--- config.mk ---
export PLATFORM = sky130hd
export DESIGN_NAME = wb_resolve
export DESIGN_NICKNAME = d
export VERILOG_FILES = /design/src/rtl/cpu_pkg.sv /design/src/rtl/wb_squash_ctr.sv /design/src/rtl/wb_resolve.sv
export SDC_FILE = /design/constraint.sdc
export NUM_CORES = 1
export LEC_CHECK = 0
export CORE_AREA = 4 4 138 140
export DETAILED_ROUTE_END_ITERATION = 7
export DIE_AREA = 0 0 142 144
export DONT_BUFFER_PORTS = 1
export PLACE_DENSITY = 0.4
export SETUP_SLACK_MARGIN = 0.1
export SLEW_MARGIN = 15
export SYNTH_ARGS = -nofsm -noshare
export SYNTH_HDL_FRONTEND = slang
export SYNTH_SLANG_ARGS = --single-unit
--- constraint.sdc ---
create_clock -name clk -period 1.6 [get_ports clk]
set_input_delay 0.32 -clock clk [delete_from_list [all_inputs] [get_ports clk]]
set_output_delay 0.32 -clock clk [all_outputs]
set_load 0.1 [all_outputs]
--- src/rtl/cpu_pkg.sv ---
// Shared pipeline types for the writeback/resolve stage.
// Holds datapath widths, control bundle and source-select helpers.
package cpu_pkg;

  localparam int DATA_W = 32;
  localparam int REG_AW = 6;

  typedef struct packed {
    logic mem_to_reg;
    logic reg_wrt;
    logic pc_to_reg;
    logic branch_z;
    logic branch_n;
    logic jump;
    logic jump_mem;
  } wb_ctrl_t;

  typedef enum logic [1:0] {
    MEM,
    ALU,
    PCY
  } wb_src_e;

  typedef enum logic {
    SQ_IDLE,
    SQ_BUSY
  } sq_state_e;

  // PC+y outranks memory, which outranks the ALU result.
  function automatic wb_src_e wb_src(wb_ctrl_t c);
    wb_src_e s;
    s = ALU;
    if (c.pc_to_reg) s = PCY;
    else if (c.mem_to_reg) s = MEM;
    return s;
  endfunction

  function automatic logic wb_taken(
    wb_ctrl_t c,
    logic     n,
    logic     z
  );
    return c.jump_mem | c.jump
         | (c.branch_z & z)
         | (c.branch_n & n);
  endfunction

endpackage

--- src/rtl/wb_squash_ctr.sv ---
// Wrong-path squash counter: loads SQUASH_CYCLES on a taken
// redirect and counts down once per clock while busy.
module wb_squash_ctr
  import cpu_pkg::*;
#(
  parameter int SQUASH_CYCLES = 2
) (
  input  logic clk,
  input  logic rst_n,
  input  logic load_i,
  output logic busy_o
);

  localparam int CW = 3;

  sq_state_e     state_q, state_d;
  logic [CW-1:0] cnt_q, cnt_d;

  always_ff @(posedge clk or negedge rst_n) begin
    if (!rst_n) begin
      state_q <= SQ_IDLE;
      cnt_q   <= '0;
    end else begin
      state_q <= state_d;
      cnt_q   <= cnt_d;
    end
  end

  // Loads are ignored while busy; the window is never extended.
  always_comb begin
    state_d = state_q;
    cnt_d   = cnt_q;
    unique case (state_q)
      SQ_IDLE: begin
        if (load_i) begin
          cnt_d   = CW'(SQUASH_CYCLES);
          state_d = SQ_BUSY;
        end
      end
      SQ_BUSY: begin
        cnt_d = cnt_q - CW'(1);
        if (cnt_q == CW'(1)) state_d = SQ_IDLE;
      end
      default: begin
        state_d = SQ_IDLE;
        cnt_d   = '0;
      end
    endcase
  end

  assign busy_o = (state_q == SQ_BUSY);

endmodule

--- src/rtl/wb_resolve.sv ---
// Writeback select, branch/jump resolution and squash stage.
// Define WB_PERF_CNT_EN to add retired_cnt/taken_cnt counters.
module wb_resolve
  import cpu_pkg::wb_ctrl_t;
  import cpu_pkg::wb_src_e;
  import cpu_pkg::MEM;
  import cpu_pkg::ALU;
  import cpu_pkg::PCY;
  import cpu_pkg::wb_src;
  import cpu_pkg::wb_taken;
#(
  parameter int DATA_W        = cpu_pkg::DATA_W,
  parameter int REG_AW        = cpu_pkg::REG_AW,
  parameter int SQUASH_CYCLES = 2,
  parameter int CNT_W         = 32
) (
  input  logic              clk,
  input  logic              rst_n,
  input  logic              in_valid,
  input  logic              n_in,
  input  logic              z_in,
  input  logic              mem_to_reg,
  input  logic              reg_wrt,
  input  logic              pc_to_reg,
  input  logic              branch_z,
  input  logic              branch_n,
  input  logic              jump,
  input  logic              jump_mem,
  input  logic [DATA_W-1:0] mem_out,
  input  logic [DATA_W-1:0] alu_out,
  input  logic [DATA_W-1:0] pc_y,
  input  logic [REG_AW-1:0] rd,
  output logic              rf_we,
  output logic [REG_AW-1:0] rf_waddr,
  output logic [DATA_W-1:0] rf_wdata,
  output logic              redirect,
  output logic [DATA_W-1:0] pc_target,
  output logic              flush,
  output logic              fwd_valid,
  output logic [REG_AW-1:0] fwd_rd,
  output logic [DATA_W-1:0] fwd_data,
`ifdef WB_PERF_CNT_EN
  output logic [CNT_W-1:0]  retired_cnt,
  output logic [CNT_W-1:0]  taken_cnt,
`endif
  output logic              squashing
);

  wb_ctrl_t          ctrl;
  wb_src_e           src;
  logic              busy;
  logic              accept;
  logic              taken;
  logic              we_d;
  logic              redir_d;
  logic [DATA_W-1:0] wdata_d;
  logic [DATA_W-1:0] target_d;

  logic              rf_we_q;
  logic [REG_AW-1:0] rf_waddr_q;
  logic [DATA_W-1:0] rf_wdata_q;
  logic              redirect_q;
  logic              flush_q;
  logic [DATA_W-1:0] pc_target_q;
  logic              fwd_valid_q;
  logic [REG_AW-1:0] fwd_rd_q;
  logic [DATA_W-1:0] fwd_data_q;
  logic              squashing_q;

  always_comb begin
    ctrl = '{
      mem_to_reg: mem_to_reg,
      reg_wrt:    reg_wrt,
      pc_to_reg:  pc_to_reg,
      branch_z:   branch_z,
      branch_n:   branch_n,
      jump:       jump,
      jump_mem:   jump_mem
    };
    src     = wb_src(ctrl);
    taken   = wb_taken(ctrl, n_in, z_in);
    accept  = in_valid & ~busy;
    we_d    = accept & ctrl.reg_wrt;
    redir_d = accept & taken;

    wdata_d = alu_out;
    unique case (src)
      MEM:     wdata_d = mem_out;
      ALU:     wdata_d = alu_out;
      PCY:     wdata_d = pc_y;
      default: wdata_d = alu_out;
    endcase

    target_d = alu_out;
    unique case (1'b1)
      ctrl.jump_mem: target_d = mem_out;
      default:       target_d = alu_out;
    endcase
  end

  wb_squash_ctr #(
    .SQUASH_CYCLES (SQUASH_CYCLES)
  ) u_sq (
    .clk    (clk),
    .rst_n  (rst_n),
    .load_i (redir_d),
    .busy_o (busy)
  );

  always_ff @(posedge clk or negedge rst_n) begin
    if (!rst_n) begin
      rf_we_q     <= 1'b0;
      rf_waddr_q  <= '0;
      rf_wdata_q  <= '0;
      redirect_q  <= 1'b0;
      flush_q     <= 1'b0;
      pc_target_q <= '0;
      fwd_valid_q <= 1'b0;
      fwd_rd_q    <= '0;
      fwd_data_q  <= '0;
      squashing_q <= 1'b0;
    end else begin
      rf_we_q     <= we_d;
      redirect_q  <= redir_d;
      flush_q     <= redir_d;
      squashing_q <= busy;
      if (we_d) begin
        rf_waddr_q  <= rd;
        rf_wdata_q  <= wdata_d;
        fwd_valid_q <= 1'b1;
        fwd_rd_q    <= rd;
        fwd_data_q  <= wdata_d;
      end
      if (redir_d) pc_target_q <= target_d;
    end
  end

`ifdef WB_PERF_CNT_EN
  logic [CNT_W-1:0] retired_q;
  logic [CNT_W-1:0] taken_q;

  always_ff @(posedge clk or negedge rst_n) begin
    if (!rst_n) begin
      retired_q <= '0;
      taken_q   <= '0;
    end else begin
      if (accept)  retired_q <= retired_q + CNT_W'(1);
      if (redir_d) taken_q   <= taken_q + CNT_W'(1);
    end
  end

  assign retired_cnt = retired_q;
  assign taken_cnt   = taken_q;
`endif

  assign rf_we     = rf_we_q;
  assign rf_waddr  = rf_waddr_q;
  assign rf_wdata  = rf_wdata_q;
  assign redirect  = redirect_q;
  assign flush     = flush_q;
  assign pc_target = pc_target_q;
  assign fwd_valid = fwd_valid_q;
  assign fwd_rd    = fwd_rd_q;
  assign fwd_data  = fwd_data_q;
  assign squashing = squashing_q;

endmodule

==> metrics.md <==
| Metric | Value |
|---|---|
| Number of cell rows | `49` |
| Type of element launching the critical path | `flop` |
| Synthesized netlist net count | `474` |
| First-pass GRT wire length | `17,200 um` |
| Setup TNS | `0 ps` |
| Peak per-stage delay on the critical path | `380 ps` |
| Antenna violations before repair | `0` |
| Failing checks | `negative hold slack` |
| Detailed-routed wire length on met2 | `5483 um` |
| R2R Setup Slk | `180 ps` |
| Number of sinks driven by the clock tree | `78` |
| Die extent in y | `144 um` |
| Most used standard cell by instance count after synthesis | `dfrtp_1` |
| Overall global routing resource usage | `11.02%` |
| Post-Route M1 WL | `4583 um` |
| Post-synthesis area per instance | `12.25 um2` |
| Maximum clock insertion buffer count | `2` |
| Area added between synthesis and finish | `31.99%` |
| Fillers | `1,785` |
| Met3 WL post-DR | `901 um` |
| Final setup viols | `0` |
| Total count of hold-check failures in the final report | `78` |
| Terminus of the critical flop-to-flop path | `pc_target[10]` |
| Hold WC Path Type | `in2async` |
| Worst reg-to-reg path cell count | `4` |
| Series of cell instances along the critical path | `nand2b_1, a21oi_4, buf_12, mux2_2` |
| Critical Path AT | `1650 ps` |
| I/O Buffers | `0` |
| Outcome | `finished with violations` |
| Layout Skew | `4.361 ps` |
| Combined area of the multi-input logic cells | `2008 um2` |
| Endpoint type of the worst setup path | `flop` |
| Highest Clock Rate | `701.9 MHz` |
| Share of final-layout standard cells stronger than drive strength 1 | `60.66%` |
| Most used standard cells in the synthesized netlist | `78 x dfrtp_1, 76 x mux2_2, 39 x buf_4, 36 x nand2_1, 33 x o21ai_0` |
| Number of H-tree levels | `3` |
| Highest fanout seen on the critical path | `17` |
| Number of instances resized during post-cts repair | `0` |
| Hold slack final | `-327.8 ps` |
| Minimum clock period | `1425 ps` |
| Number of standard cells after synthesis | `358` |
| Grt total ovfl | `0` |
| CTS tree | `built` |
| Number of nets still failing antenna checks after routing | `0` |
| Number of flops mapped to enable cells by yosys | `0` |
| Root buffer cell | `clkbuf_16` |
| FF-to-FF Start | `u_sq.busy_o` |
| Clock insertion delay at the later pin of the skew report | `330 ps` |
| Final wirelength | `11,180 um` |
| Clock transition at path regs | `60 ps` |
| Top cell family by delay on the critical path | `flip-flops` |
| Die Wd | `142 um` |
| Type of the setup path with the least slack | `reg2reg` |
| Dpl hpwl | `8202 um` |
| Library cell occupying the most area in the post-synthesis netlist | `dfrtp_1` |
| CTS Buf Count | `9` |
| Max-slew violation count | `0` |
| Area share of the largest cell type after synthesis | `44.52%` |
| Number of vias after detailed routing | `2,676` |
| Top cells by area in the synthesized netlist | `dfrtp_1 45%, mux2_2 20%, mux2_4 8.9%` |
| Area of the die | `20,450 um2` |
| RSZ-0062 raised after global routing | `no` |
| Pin count of the biggest net entering global routing | `79` |
| Area of the placeable core | `17,840 um2` |
| Final weighted congestion in routability-driven placement | `0.7137` |
| Critical-path top delay cell | `dfrtp_1` |
| Initial drt markers | `80` |
| Number of search-and-repair iterations in the first detailed-routing pass | `4` |
| CP Launch Point | `u_sq.busy_o` |
| Synth warnings | `0` |
| Proportion of synthesized chip area in sequential cells | `44.52%` |
| Crit path buf inv count | `1` |
| Measured slew at the worst slew-check pin | `300.3 ps` |
| Number of unique standard cell types used by synthesis | `22` |
| ANT cells | `0` |
| Top routing layer in use | `met4` |
| Cell Area, Synth | `4384 um2` |
| Worst-case headroom to the max-slew limit | `79.98%` |
| Final routed wire length divided by cell count | `17.94 um` |
| Number of remaining DRC errors | `0` |
| Sequential cell area in the final layout | `2001 um2` |
| Per-cell via count in the routed design | `4.295` |
| Vias in the first global route | `2,989` |
| Data required time of the worst path | `1820 ps` |
| Final worst-path cycle share | `89.04%` |
| Fraction of synthesis flops using an asynchronous set or reset pin | `100.0%` |
| Number of nets in the finished design | `505` |
| Register bit count reported by yosys | `78` |
| Total I/O pin count | `227` |
| Flip-flop cell with the highest count after synthesis | `dfrtp_1` |
| Starting density of the core | `24.57%` |
| Max-Cap Viols | `0` |
==> layout by cell type (no fill, tap or decap) <==
cell,synthesis,routed
o21ai_0,33,33
buf_12,0,43
a21oi_4,1,1
nand2_1,36,36
inv_2,1,1
clkbuf_8,0,1
a31oi_1,1,1
a21o_1,1,1
a211oi_4,1,1
clkbuf_16,0,9
clkbuf_1,8,2
nand2b_1,4,4
mux2_4,26,26
nand3b_4,1,1
ha_1,2,2
nor2_1,1,1
mux2i_1,32,32
xor2_1,1,1
buf_4,39,37
clkinv_2,0,1
inv_1,2,2
dfrtp_2,0,39
xnor2_1,1,1
bufinv_16,0,3
dfrtp_1,78,39
mux2_2,76,76
==> cell families (layout without fill, tap and decap cells) <==
kind of cell | Yosys count | after routing | synth area share (%)
xor gates and xnor gates | 2 | 2 | 0.3996
AOI/OAI and AO/OA | 37 | 37 | 4.909
DFF | 78 | 78 | 44.52
and+or+nand+nor | 42 | 42 | 4.195
buffers and inverters | 63 | 99 | 9.675
muxes | 134 | 134 | 35.73
adders and majority gates | 2 | 2 | 0.5707
==> registers in the layout (all words and copies together), names as in the netlist <==
register	count
u_sq.cnt_q	3
squashing	1
fwd_data	32
fwd_valid	1
fwd_rd	6
u_sq.busy_o	1
pc_target	32
flush	1
rf_we	1
==> through the flow <==
step                      area (um2)  std cells  setup WS, ps  hold WS (ps)  utilization [%]
after global placement          5445        607         167.8         27.13            30.52
after CTS                       5787        623         162.3        -348.7            32.44
after global routing            5787        623         109.8        -357.7            32.44
after floorplan                 4433        358         100.3         24.41                -
after detailed placement        5445        607         154.0         26.85            30.52
final                           5787        623         175.3        -327.8            32.44
==> routing by layer <==
| layer | track usage (%) | up-vias |
|---|---|---|
| li1 | - | 1271 |
| met2 | 18.06 | 115 |
| met3 | 3.571 | 14 |
| met4 | 4.899 | 0 |
| met1 | 13.26 | 1276 |
| met5 | 0 | - |
==> how the worst max path moves through the flow <==
stage | to | slack (ps) | cells after the start
detailed placement | pc_target[7] | 150 | 4
finish | pc_target[10] | 180 | 4
global placement | pc_target[10] | 170 | 4
global route | pc_target[9] | 110 | 4
floorplan | pc_target[11] | 100 | 4
CTS | pc_target[7] | 160 | 4
==> final cells by class <==
class / instances / share of cell area (%)
well taps: 229 / 4.951
repair buffers: 80 / 19.68
clock buffers: 12 / 4.259
clock inverters: 4 / 1.643
inverters: 3 / 0.1946
multi-input cells: 217 / 34.70
flip-flops and latches: 78 / 34.57
==> timing repair <==
item	in CTS	in global routing
buffers inserted	0	0
setup endpoints to repair	0	0
endpoints found under the hold margin	78	78
Power is left out: the tool's default activity adds up to more than one toggle a clock period on the data nets, which glitch-free logic cannot reach.
